===== config.mk =====
export PLATFORM = sky130hd
export DESIGN_NAME = mult_fu_flat
export DESIGN_NICKNAME = d
export VERILOG_FILES = /design/src/rtl/sys_defs.sv /design/src/rtl/mult_fu_if.sv /design/src/rtl/mult_stage.sv /design/src/rtl/mult_fu.sv /design/src/flat_wrapper.sv
export SDC_FILE = /design/constraint.sdc
export NUM_CORES = 2
export LEC_CHECK = 0
export BUFFER_PORTS_ARGS = -buffer_cell sky130_fd_sc_hd__buf_2
export CAP_MARGIN = 20
export CORE_UTILIZATION = 71
export CTS_BUF_LIST = sky130_fd_sc_hd__clkbuf_4
export DETAILED_ROUTE_END_ITERATION = 8
export PLACE_DENSITY = 0.95
export SLEW_MARGIN = 10
export SYNTH_ARGS = -nofsm -noshare
export SYNTH_HDL_FRONTEND = slang
export SYNTH_SLANG_ARGS = --single-unit
export TNS_END_PERCENT = 1

===== constraint.sdc =====
create_clock -name clock -period 19.65 [get_ports clock]
set_clock_uncertainty 0.1 [all_clocks]
set_input_delay 2.9475 -clock clock [delete_from_list [all_inputs] [get_ports clock]]
set_output_delay 2.9475 -clock clock [all_outputs]
set_load 0.02 [all_outputs]

===== src/rtl/sys_defs.sv =====
// Shared core definitions: datapath types, physical-register and multiplier pipeline geometry.
package sys_defs;

  localparam int unsigned XLEN           = 32;
  localparam int unsigned PHYS_REG_WIDTH = 6;
  localparam int unsigned MULT_STAGES    = 8;
  localparam int unsigned MULT_PROD_W    = 64;
  localparam int unsigned MULT_STAGE_W   = MULT_PROD_W / MULT_STAGES;

  typedef logic [XLEN-1:0] DATA;

  typedef enum logic [2:0] {
    M_MUL    = 3'd0,
    M_MULH   = 3'd1,
    M_MULHSU = 3'd2,
    M_MULHU  = 3'd3
  } MULT_FUNC;

  // One in-flight multiply: running sum, shifted multiplicand, remaining multiplier bits.
  typedef struct packed {
    logic                      valid;
    MULT_FUNC                  func;
    logic [PHYS_REG_WIDTH-1:0] tag;
    logic [MULT_PROD_W-1:0]    acc;
    logic [MULT_PROD_W-1:0]    mcand;
    logic [MULT_PROD_W-1:0]    mplier;
  } MULT_PACKET;

  // Unused encodings fall back to the low-word multiply.
  function automatic MULT_FUNC decode_func(input logic [2:0] raw);
    MULT_FUNC f;
    case (raw)
      3'd1:    f = M_MULH;
      3'd2:    f = M_MULHSU;
      3'd3:    f = M_MULHU;
      default: f = M_MUL;
    endcase
    return f;
  endfunction

endpackage


===== src/rtl/mult_fu_if.sv =====
// Issue-side and CDB-side handshake bundle of the multiply function unit.
interface mult_fu_if
  import sys_defs::*;
#(
  parameter int unsigned TAG_W = PHYS_REG_WIDTH
);

  logic             in_valid;
  logic             in_ready;
  logic [2:0]       in_func;
  DATA              in_rs1;
  DATA              in_rs2;
  logic [TAG_W-1:0] in_tag;
  logic             flush;
  logic             out_valid;
  logic             out_ready;
  DATA              out_result;
  logic [TAG_W-1:0] out_tag;

  modport master (
    output in_valid, in_func, in_rs1, in_rs2, in_tag, flush, out_ready,
    input  in_ready, out_valid, out_result, out_tag
  );

  modport slave (
    input  in_valid, in_func, in_rs1, in_rs2, in_tag, flush, out_ready,
    output in_ready, out_valid, out_result, out_tag
  );

endinterface


===== src/rtl/mult_stage.sv =====
// One registered multiplier stage: folds W multiplier bits into the accumulator.
module mult_stage
  import sys_defs::*;
#(
  parameter int unsigned W = MULT_STAGE_W
) (
  input  logic       clock,
  input  logic       reset_n,
  input  logic       stall,
  input  logic       flush,
  input  MULT_PACKET in_pkt,
  output MULT_PACKET out_pkt
);

  MULT_PACKET             nxt;
  MULT_PACKET             data_q;
  logic                   valid_q;
  logic [MULT_PROD_W-1:0] pp;

  // Partial product of the low W multiplier bits; everything is modulo 2^64.
  always_comb begin
    pp          = in_pkt.mcand * MULT_PROD_W'(in_pkt.mplier[W-1:0]);
    nxt         = in_pkt;
    nxt.acc     = in_pkt.acc + pp;
    nxt.mcand   = in_pkt.mcand << W;
    nxt.mplier  = in_pkt.mplier >> W;
  end

  always_ff @(posedge clock or negedge reset_n) begin
    if (!reset_n) begin
      valid_q <= 1'b0;
    end else if (flush) begin
      valid_q <= 1'b0;
    end else if (!stall) begin
      valid_q <= in_pkt.valid;
    end
  end

  // Payload only moves with a live op; bubbles leave the old data in place.
  always_ff @(posedge clock) begin
    if (!stall && in_pkt.valid) begin
      data_q <= nxt;
    end
  end

  always_comb begin
    out_pkt       = data_q;
    out_pkt.valid = valid_q;
  end

endmodule


===== src/rtl/mult_fu.sv =====
// Pipelined RV32M multiply unit: operand extension, STAGES partial-product stages, result register.
module mult_fu
  import sys_defs::*;
#(
  parameter int unsigned STAGES = MULT_STAGES,
  parameter int unsigned TAG_W  = PHYS_REG_WIDTH
) (
  input logic      clock,
  input logic      reset_n,
  mult_fu_if.slave bus
);

  localparam int unsigned W = MULT_PROD_W / STAGES;

  if ((STAGES == 0) || ((MULT_PROD_W % STAGES) != 0) || (TAG_W > PHYS_REG_WIDTH)) begin : g_param_check
    $error("mult_fu: STAGES must divide 64 and TAG_W must fit PHYS_REG_WIDTH");
  end

  MULT_PACKET       entry;
  MULT_PACKET       stage_out [STAGES];
  MULT_FUNC         func;
  logic             stall;
  logic             out_valid_q;
  DATA              out_result_q;
  logic [TAG_W-1:0] out_tag_q;
  DATA              res_sel;

  assign stall = out_valid_q & ~bus.out_ready;

  // Extend operands to 64 bits so one unsigned 64x64 low product covers every variant.
  always_comb begin
    func         = decode_func(bus.in_func);
    entry.valid  = bus.in_valid & ~stall & ~bus.flush;
    entry.func   = func;
    entry.tag    = PHYS_REG_WIDTH'(bus.in_tag);
    entry.acc    = '0;
    entry.mcand  = (func == M_MULHU) ? {32'h0, bus.in_rs1}
                                     : {{32{bus.in_rs1[31]}}, bus.in_rs1};
    entry.mplier = ((func == M_MULHSU) || (func == M_MULHU)) ? {32'h0, bus.in_rs2}
                                                             : {{32{bus.in_rs2[31]}}, bus.in_rs2};
  end

  for (genvar k = 0; k < STAGES; k++) begin : g_stage
    if (k == 0) begin : g_first
      mult_stage #(.W(W)) u_stage (
        .clock   (clock),
        .reset_n (reset_n),
        .stall   (stall),
        .flush   (bus.flush),
        .in_pkt  (entry),
        .out_pkt (stage_out[k])
      );
    end else begin : g_rest
      mult_stage #(.W(W)) u_stage (
        .clock   (clock),
        .reset_n (reset_n),
        .stall   (stall),
        .flush   (bus.flush),
        .in_pkt  (stage_out[k-1]),
        .out_pkt (stage_out[k])
      );
    end
  end

  always_comb begin
    res_sel = (stage_out[STAGES-1].func == M_MUL) ? stage_out[STAGES-1].acc[31:0]
                                                  : stage_out[STAGES-1].acc[63:32];
  end

  // Output register holds under back-pressure; flush drops it even while stalled.
  always_ff @(posedge clock or negedge reset_n) begin
    if (!reset_n) begin
      out_valid_q  <= 1'b0;
      out_result_q <= '0;
      out_tag_q    <= '0;
    end else if (bus.flush) begin
      out_valid_q  <= 1'b0;
    end else if (!stall) begin
      out_valid_q  <= stage_out[STAGES-1].valid;
      if (stage_out[STAGES-1].valid) begin
        out_result_q <= res_sel;
        out_tag_q    <= TAG_W'(stage_out[STAGES-1].tag);
      end
    end
  end

  assign bus.in_ready   = ~stall;
  assign bus.out_valid  = out_valid_q;
  assign bus.out_result = out_result_q;
  assign bus.out_tag    = out_tag_q;

endmodule


===== src/flat_wrapper.sv =====
// flat-port wrapper written by rule: the top's interface ports become plain ports
module mult_fu_flat import sys_defs::*;
#(
  parameter int unsigned STAGES = MULT_STAGES,
  parameter int unsigned TAG_W  = PHYS_REG_WIDTH
)
  (clock, reset_n, bus_in_valid, bus_in_func, bus_in_rs1, bus_in_rs2, bus_in_tag, bus_flush, bus_out_ready, bus_in_ready, bus_out_valid, bus_out_result, bus_out_tag);
  mult_fu_if #(.TAG_W(TAG_W)) bus_i ();
  input logic clock;
  input logic reset_n;
  input wire logic [$bits(bus_i.in_valid)-1:0] bus_in_valid;
  input wire logic [$bits(bus_i.in_func)-1:0] bus_in_func;
  input wire logic [$bits(bus_i.in_rs1)-1:0] bus_in_rs1;
  input wire logic [$bits(bus_i.in_rs2)-1:0] bus_in_rs2;
  input wire logic [$bits(bus_i.in_tag)-1:0] bus_in_tag;
  input wire logic [$bits(bus_i.flush)-1:0] bus_flush;
  input wire logic [$bits(bus_i.out_ready)-1:0] bus_out_ready;
  output wire logic [$bits(bus_i.in_ready)-1:0] bus_in_ready;
  output wire logic [$bits(bus_i.out_valid)-1:0] bus_out_valid;
  output wire logic [$bits(bus_i.out_result)-1:0] bus_out_result;
  output wire logic [$bits(bus_i.out_tag)-1:0] bus_out_tag;
  assign bus_i.in_valid = bus_in_valid;
  assign bus_i.in_func = bus_in_func;
  assign bus_i.in_rs1 = bus_in_rs1;
  assign bus_i.in_rs2 = bus_in_rs2;
  assign bus_i.in_tag = bus_in_tag;
  assign bus_i.flush = bus_flush;
  assign bus_i.out_ready = bus_out_ready;
  assign bus_in_ready = bus_i.in_ready;
  assign bus_out_valid = bus_i.out_valid;
  assign bus_out_result = bus_i.out_result;
  assign bus_out_tag = bus_i.out_tag;
  mult_fu #(.STAGES(STAGES), .TAG_W(TAG_W)) u_core (.clock(clock), .reset_n(reset_n), .bus(bus_i));
endmodule

Word level (Yosys, flattened, before mapping):

Index checks and enable logic that the tools add are counted.

* logic and storage cells: 110
* input port bits: 78
* output and inout bits: 40
* flip-flop bits (word level): 910

* mux-type cells: 21
* bitwise operators: 6
* equal/unequal tests: 6
* $mul: 8
* reductions and logical operators: 12
* add/sub/neg operators: 7

Operator list (count)
* $add A64 B64 Y64: 7
* $mul A64 B8 Y64: 1
* $mux W64: 1
* $mul A56 B8 Y56: 1
* $mul A48 B8 Y48: 1
* $mul A40 B8 Y40: 1
* $mul A32 B8 Y32: 1
* $mux W32: 1
* $mul A24 B8 Y24: 1
* $mux W1: 18
* $mul A16 B8 Y16: 1
* $logic_and A1 B1 Y1: 8
* $mul A8 B1 Y8: 1
* $eq A3 B2 Y1 const B: 2
* $pmux W2 S3: 1
* $eq A2 B2 Y1 const B: 2
* $and A1 B1 Y1: 3
* $eq A3 B1 Y1 const B: 1
* $logic_not A3 Y1: 1
* $not A1 Y1: 3
* $reduce_and A3 Y1: 1
* $ne A2 B2 Y1 const B: 1
* $logic_not A1 Y1: 1
* $logic_or A1 B1 Y1: 1

Longest topological paths before layout:

* depth after elaboration: 7
* gate-level depth with buffers: 33
* gate-level depth less buffers: 31

By module:

A second synthesis with hierarchy kept.

* cell total of the unflattened synthesis: 17438
* area total of the unflattened synthesis: 181346.4 sq um

By module, submodules not included
* mult_stage at u_core.g_stage[1].g_rest.u_stage ...: area an instance 22425.3 sq um, sequential area each 5580.4 sq um, instances 5, cells each 2161
* mult_stage at u_core.g_stage[0].g_first.u_stage: area an instance 22557.9 sq um, sequential area each 5580.4 sq um, instances 1, cells each 2207
* mult_stage at u_core.g_stage[6].g_rest.u_stage: area an instance 22431.5 sq um, sequential area each 5580.4 sq um, instances 1, cells each 2166
* mult_stage at u_core.g_stage[7].g_rest.u_stage: area an instance 22206.3 sq um, sequential area each 5580.4 sq um, instances 1, cells each 2132
* mult_fu: area an instance 2024.4 sq um, sequential area each 975.9 sq um, instances 1, cells each 128

Worst setup path before layout:

OpenSTA, ideal clock, no wires.

* path type: input -> register
* start point: in bus_out_ready
* end point: reg u_core.g_stage[0].g_first.u_stage.data_q, in the netlist u_core.g_stage[0].g_first.u_stage.out_pkt[0], enable pin
* setup time: 0.805 ns
* stages on the path: 3
* data arrival time: 12.658 ns
* path slack: 6.087 ns
* required time: 18.745 ns
* path buffers: 1
* path through: nor2b_1 clkbuf_1 nor3b_1

* longest elaborated chain between the ends: 6
* elaborated cells on any way between the ends: 7
* those cells by class: bitwise: 5; reduce/logical: 2

RTL lines
* start, declared: RTL line flat_wrapper.sv:17 `input wire logic [$bits(bus_i.out_ready)-1:0] bus_out_ready;`
* $not A1 Y1 (*): RTL line mult_fu.sv:28 `assign stall = out_valid_q & ~bus.out_ready;`
* $and A1 B1 Y1 (*): RTL line mult_fu.sv:28
* $not A1 Y1: RTL line mult_fu.sv:33 `entry.valid = bus.in_valid & ~stall & ~bus.flush;`
* $and A1 B1 Y1 (2 in series): RTL line mult_fu.sv:33
* $logic_and A1 B1 Y1 (*): RTL line mult_stage.sv:41 `if (!stall && in_pkt.valid) begin`
* end signal, assigned: RTL line mult_stage.sv:42 `data_q <= nxt;`
* end, declared: RTL line mult_stage.sv:16 `MULT_PACKET data_q;`

Every way passes the cells marked *; elsewhere a longest branch is shown, timed or not.
A chain may end at the register's enable or synchronous reset.

==> impl_metrics.env <==
export IMPL_drtPass1Iterations=9
export IMPL_io_pin_count=118
export IMPL_die_area_sq_um=116000
export IMPL_synth_top_area_share_pct=29.9
export IMPL_slowest_delay_ns=1.15
export IMPL_cp_start_kind="flop"
export IMPL_dp_final_hpwl_mm=148
export IMPL_fin_area_sq_um=86400
export IMPL_grt_max_degree=82
export IMPL_slowest_stage="edfxtp_1"
export IMPL_track_usage_pct=35.0
export IMPL_endpoint="u_core.g_stage[1].g_rest.u_stage.out_pkt[191]$_DFFE_PP_"
export IMPL_synth_commonest_cells="fa_1, inv_1, edfxtp_1, and2_1, nand2_1"
export IMPL_core_area_sq_um=113000
export IMPL_synth_area_leaders="edfxtp_1, fa_1, ha_1"
export IMPL_place_congestion=0.965
export IMPL_synth_async_reset_ratio_pct=5.48
export IMPL_initial_core_util_pct=71.9
export IMPL_setup_viol=0
export IMPL_synthFlopType="edfxtp_1"
export IMPL_syn_inst=7399
export IMPL_antenna_found_initial=6
export IMPL_totalWireLength_mm=199
export IMPL_clockRootBuffer="clkbuf_4"
export IMPL_crit_fanout=33
export IMPL_cts_sinks=857
export IMPL_netlist_area_sq_um=81300
export IMPL_cpMostUsedCell="fa_1"
export IMPL_cts_resized=0
export IMPL_maxSlewHeadroom_pct=19.3
export IMPL_syn_avg_cell_area_sq_um=11.0
export IMPL_placed_area_sq_um=83400
export IMPL_seq_area_frac_synth_pct=31.4
export IMPL_finalHoldViolCount=0
export IMPL_reg2reg_depth=29
export IMPL_crit_path_end_kind="flop"
export IMPL_drive_above_1_share_pct=7.12
export IMPL_ff2ff_setup_slack_ns=10.46
export IMPL_synth_most_common_cell="fa_1"
export IMPL_num_rows=123
export IMPL_die_x_microns=340
export IMPL_cts_max_level=4
export IMPL_tightest_slew_ns=1.21
export IMPL_hold_depth=0
export IMPL_multi_input_area_sq_um=51100
export IMPL_rsz0062_at_grt="false"
export IMPL_crit_type="flop to flop"
export IMPL_maxCapViolations=0
export IMPL_drc=0
export IMPL_peakVddDrop_mv=0.210
export IMPL_post_cts_buffers=0
export IMPL_clk_latency_ns=1.26
export IMPL_synth_edff_count=810
export IMPL_grt_pass1_vias=62500
export IMPL_required_ns=20.49
export IMPL_yosys_warnings=0
export IMPL_worstPathArrival_ns=10.03
export IMPL_clkTransAtPathRegs_ns=0.06
export IMPL_clockBufferDepth=3
export IMPL_max_clock_freq_mhz=109
export IMPL_avgRoutedWirePerCell_microns=21.4
export IMPL_dp_slack_ns=10.60
export IMPL_post_route_min_period_ns=9.19
export IMPL_final_fill_count=6578
export IMPL_r2r_end="u_core.g_stage[1].g_rest.u_stage.out_pkt[191]$_DFFE_PP_"
export IMPL_cts_tree="built"
export IMPL_crit_start="u_core.g_stage[0].g_first.u_stage.out_pkt[3]$_DFFE_PP_"
export IMPL_area_growth_pct=6.29
export IMPL_ys_types=88
export IMPL_drt_iter0_markers=5236
export IMPL_ant_nets=0
export IMPL_maxSlewViolCount=0
export IMPL_port_buffers=117
export IMPL_leakage_uw=0.0380
export IMPL_ff_latch_area_sq_um=25500
export IMPL_fin_crit_sh_pct=46.8
export IMPL_reg2reg_from="u_core.g_stage[0].g_first.u_stage.out_pkt[3]$_DFFE_PP_"
export IMPL_hold_class="flop to flop"
export IMPL_overflow=0
export IMPL_dieHeight_microns=340
export IMPL_final_setup_worst_slack_ns=10.46
export IMPL_viasPerCell=6.22
export IMPL_synth_net_count=9116
export IMPL_grt_pass1_wl_mm=319
export IMPL_status="finished, final reports clean"
export IMPL_synth_top_cell_by_area="edfxtp_1"
export IMPL_via_count=57700
export IMPL_hold_slack_ns=0.282
export IMPL_final_nets=9314
export IMPL_cts_hold_buf=0
export IMPL_synth_seq_cells=857
export IMPL_numCtsBuffers=207
export IMPL_powerDensity_nw_per_um2=155
export IMPL_finalSetupTns_ns=0
how the worst min path moves through the flow:
| stage | from | end | slack, ns |
|---|---|---|---|
| after global routing | u_core.g_stage[1].g_rest.u_stage.out_pkt[132]$_DFFE_PP_ | u_core.g_stage[2].g_rest.u_stage.out_pkt[132]$_DFFE_PP_ | 0.27 |
| after CTS | u_core.g_stage[0].g_first.u_stage.out_pkt[133]$_DFFE_PP_ | u_core.g_stage[1].g_rest.u_stage.out_pkt[133]$_DFFE_PP_ | 0.28 |
| after floorplan | u_core.g_stage[0].g_first.u_stage.out_pkt[8]$_DFFE_PP_ | u_core.g_stage[1].g_rest.u_stage.out_pkt[0]$_DFFE_PP_ | 0.30 |
| final | u_core.g_stage[0].g_first.u_stage.out_pkt[133]$_DFFE_PP_ | u_core.g_stage[1].g_rest.u_stage.out_pkt[133]$_DFFE_PP_ | 0.28 |
| after detailed placement | u_core.g_stage[0].g_first.u_stage.out_pkt[196]$_DFFE_PP_ | u_core.g_stage[1].g_rest.u_stage.out_pkt[196]$_DFFE_PP_ | 0.30 |
| after global placement | u_core.g_stage[6].g_rest.u_stage.out_pkt[135]$_DFFE_PP_ | u_core.g_stage[7].g_rest.u_stage.out_pkt[135]$_DFFE_PP_ | 0.30 |
report_power, final:
part / switching (uW) / internal, uW
clock: 803 / 805
combinational: 5290 / 3630
sequential: 162 / 2670
total: 6260 / 7110
cells by family after synthesis:
kind of cell,share of synthesized area (%)
compound gates,9.98
flops,31.4
fa+ha+maj,35.6
xor+xnor,4.59
buf+inv,5.78
simple gates,12.2
mux,0.553
placed cells by master, fill, tap and decap left out, types with 12 or more instances in the layout:
cell type | netlist | final
a211o_1 | 12 | 12
a211oi_1 | 44 | 44
a21o_1 | 212 | 212
a21oi_1 | 392 | 392
a221oi_1 | 13 | 13
a31o_2 | 15 | 15
a31oi_1 | 39 | 39
and2_1 | 714 | 714
and3_1 | 31 | 31
and4_1 | 13 | 13
buf_2 | 2 | 117
buf_4 | 0 | 29
clkbuf_4 | 0 | 296
clkinv_1 | 2 | 51
clkinv_2 | 0 | 19
dfrtp_1 | 47 | 47
edfxtp_1 | 810 | 810
fa_1 | 1117 | 1117
ha_1 | 522 | 522
inv_1 | 1084 | 1077
mux2i_1 | 37 | 37
nand2_1 | 618 | 618
nand2b_1 | 38 | 38
nand3_1 | 65 | 65
nand4_1 | 38 | 38
nor2_1 | 248 | 247
nor2b_1 | 61 | 61
nor3_1 | 69 | 69
o2111ai_1 | 17 | 17
o211ai_1 | 33 | 33
o21a_1 | 63 | 63
o21ai_0 | 160 | 160
o21ai_1 | 33 | 33
o21bai_1 | 69 | 69
o31ai_1 | 15 | 15
or3_1 | 22 | 22
xnor2_1 | 301 | 301
xor2_1 | 125 | 125
area by class of cell:
cell class | instances | share of cell area (%)
antenna | 10 | 0.0290
clock buffer | 296 | 2.57
clock inverter | 88 | 0.765
inverter | 1086 | 4.73
multi-input combinational | 5293 | 59.1
sequential | 857 | 29.5
tap | 1500 | 2.17
timing repair buffer | 152 | 1.07
metal layers:
| layer | vias to the layer above | global-route usage (%) | wire length (microns) |
|---|---|---|---|
| met4 | 2 | 18.6 | 11700 |
| li1 | 25100 | - | - |
| met3 | 953 | 6.71 | 17900 |
| met5 | - | 0 | 15 |
| met1 | 28300 | 41.6 | 69900 |
| met2 | 3448 | 60.5 | 99400 |
stage by stage:
step | total power (uW) | utilization (%) | std cells
after global routing | 14300 | 76.5 | 9275
final | 13400 | 76.5 | 9282
after CTS | 13100 | 76.4 | 9267
after detailed placement | 11400 | 73.8 | 8883
after floorplan | 9520 | - | 7399
after global placement | 11000 | 73.8 | 8882
flip-flops by register name, summed over array words and instances, names as in the netlist:
register and cells:
u_core.g_stage.g_first.u_stage.valid_q 1, u_core.g_stage.g_rest.u_stage.out_pkt 680, u_core.g_stage.g_rest.u_stage.valid_q 7, u_core.bus.out_tag 6, u_core.g_stage.g_first.u_stage.out_pkt 130, u_core.bus.out_result 32
u_core.bus.out_valid 1
worst max-delay path: cells and delay by family, from the launching register on:
| family | cells | cell delay, ns |
|---|---|---|
| buffers and inverters | 3 | 0.14 |
| xor gates and xnor gates | 1 | 0.15 |
| DFF | 1 | 1.15 |
| adders and majority gates | 6 | 2.72 |
| AOI/OAI and AO/OA | 16 | 4.28 |
| and+or+nand+nor | 3 | 0.42 |
No activity file was read; power rests on OpenSTA's default activity.
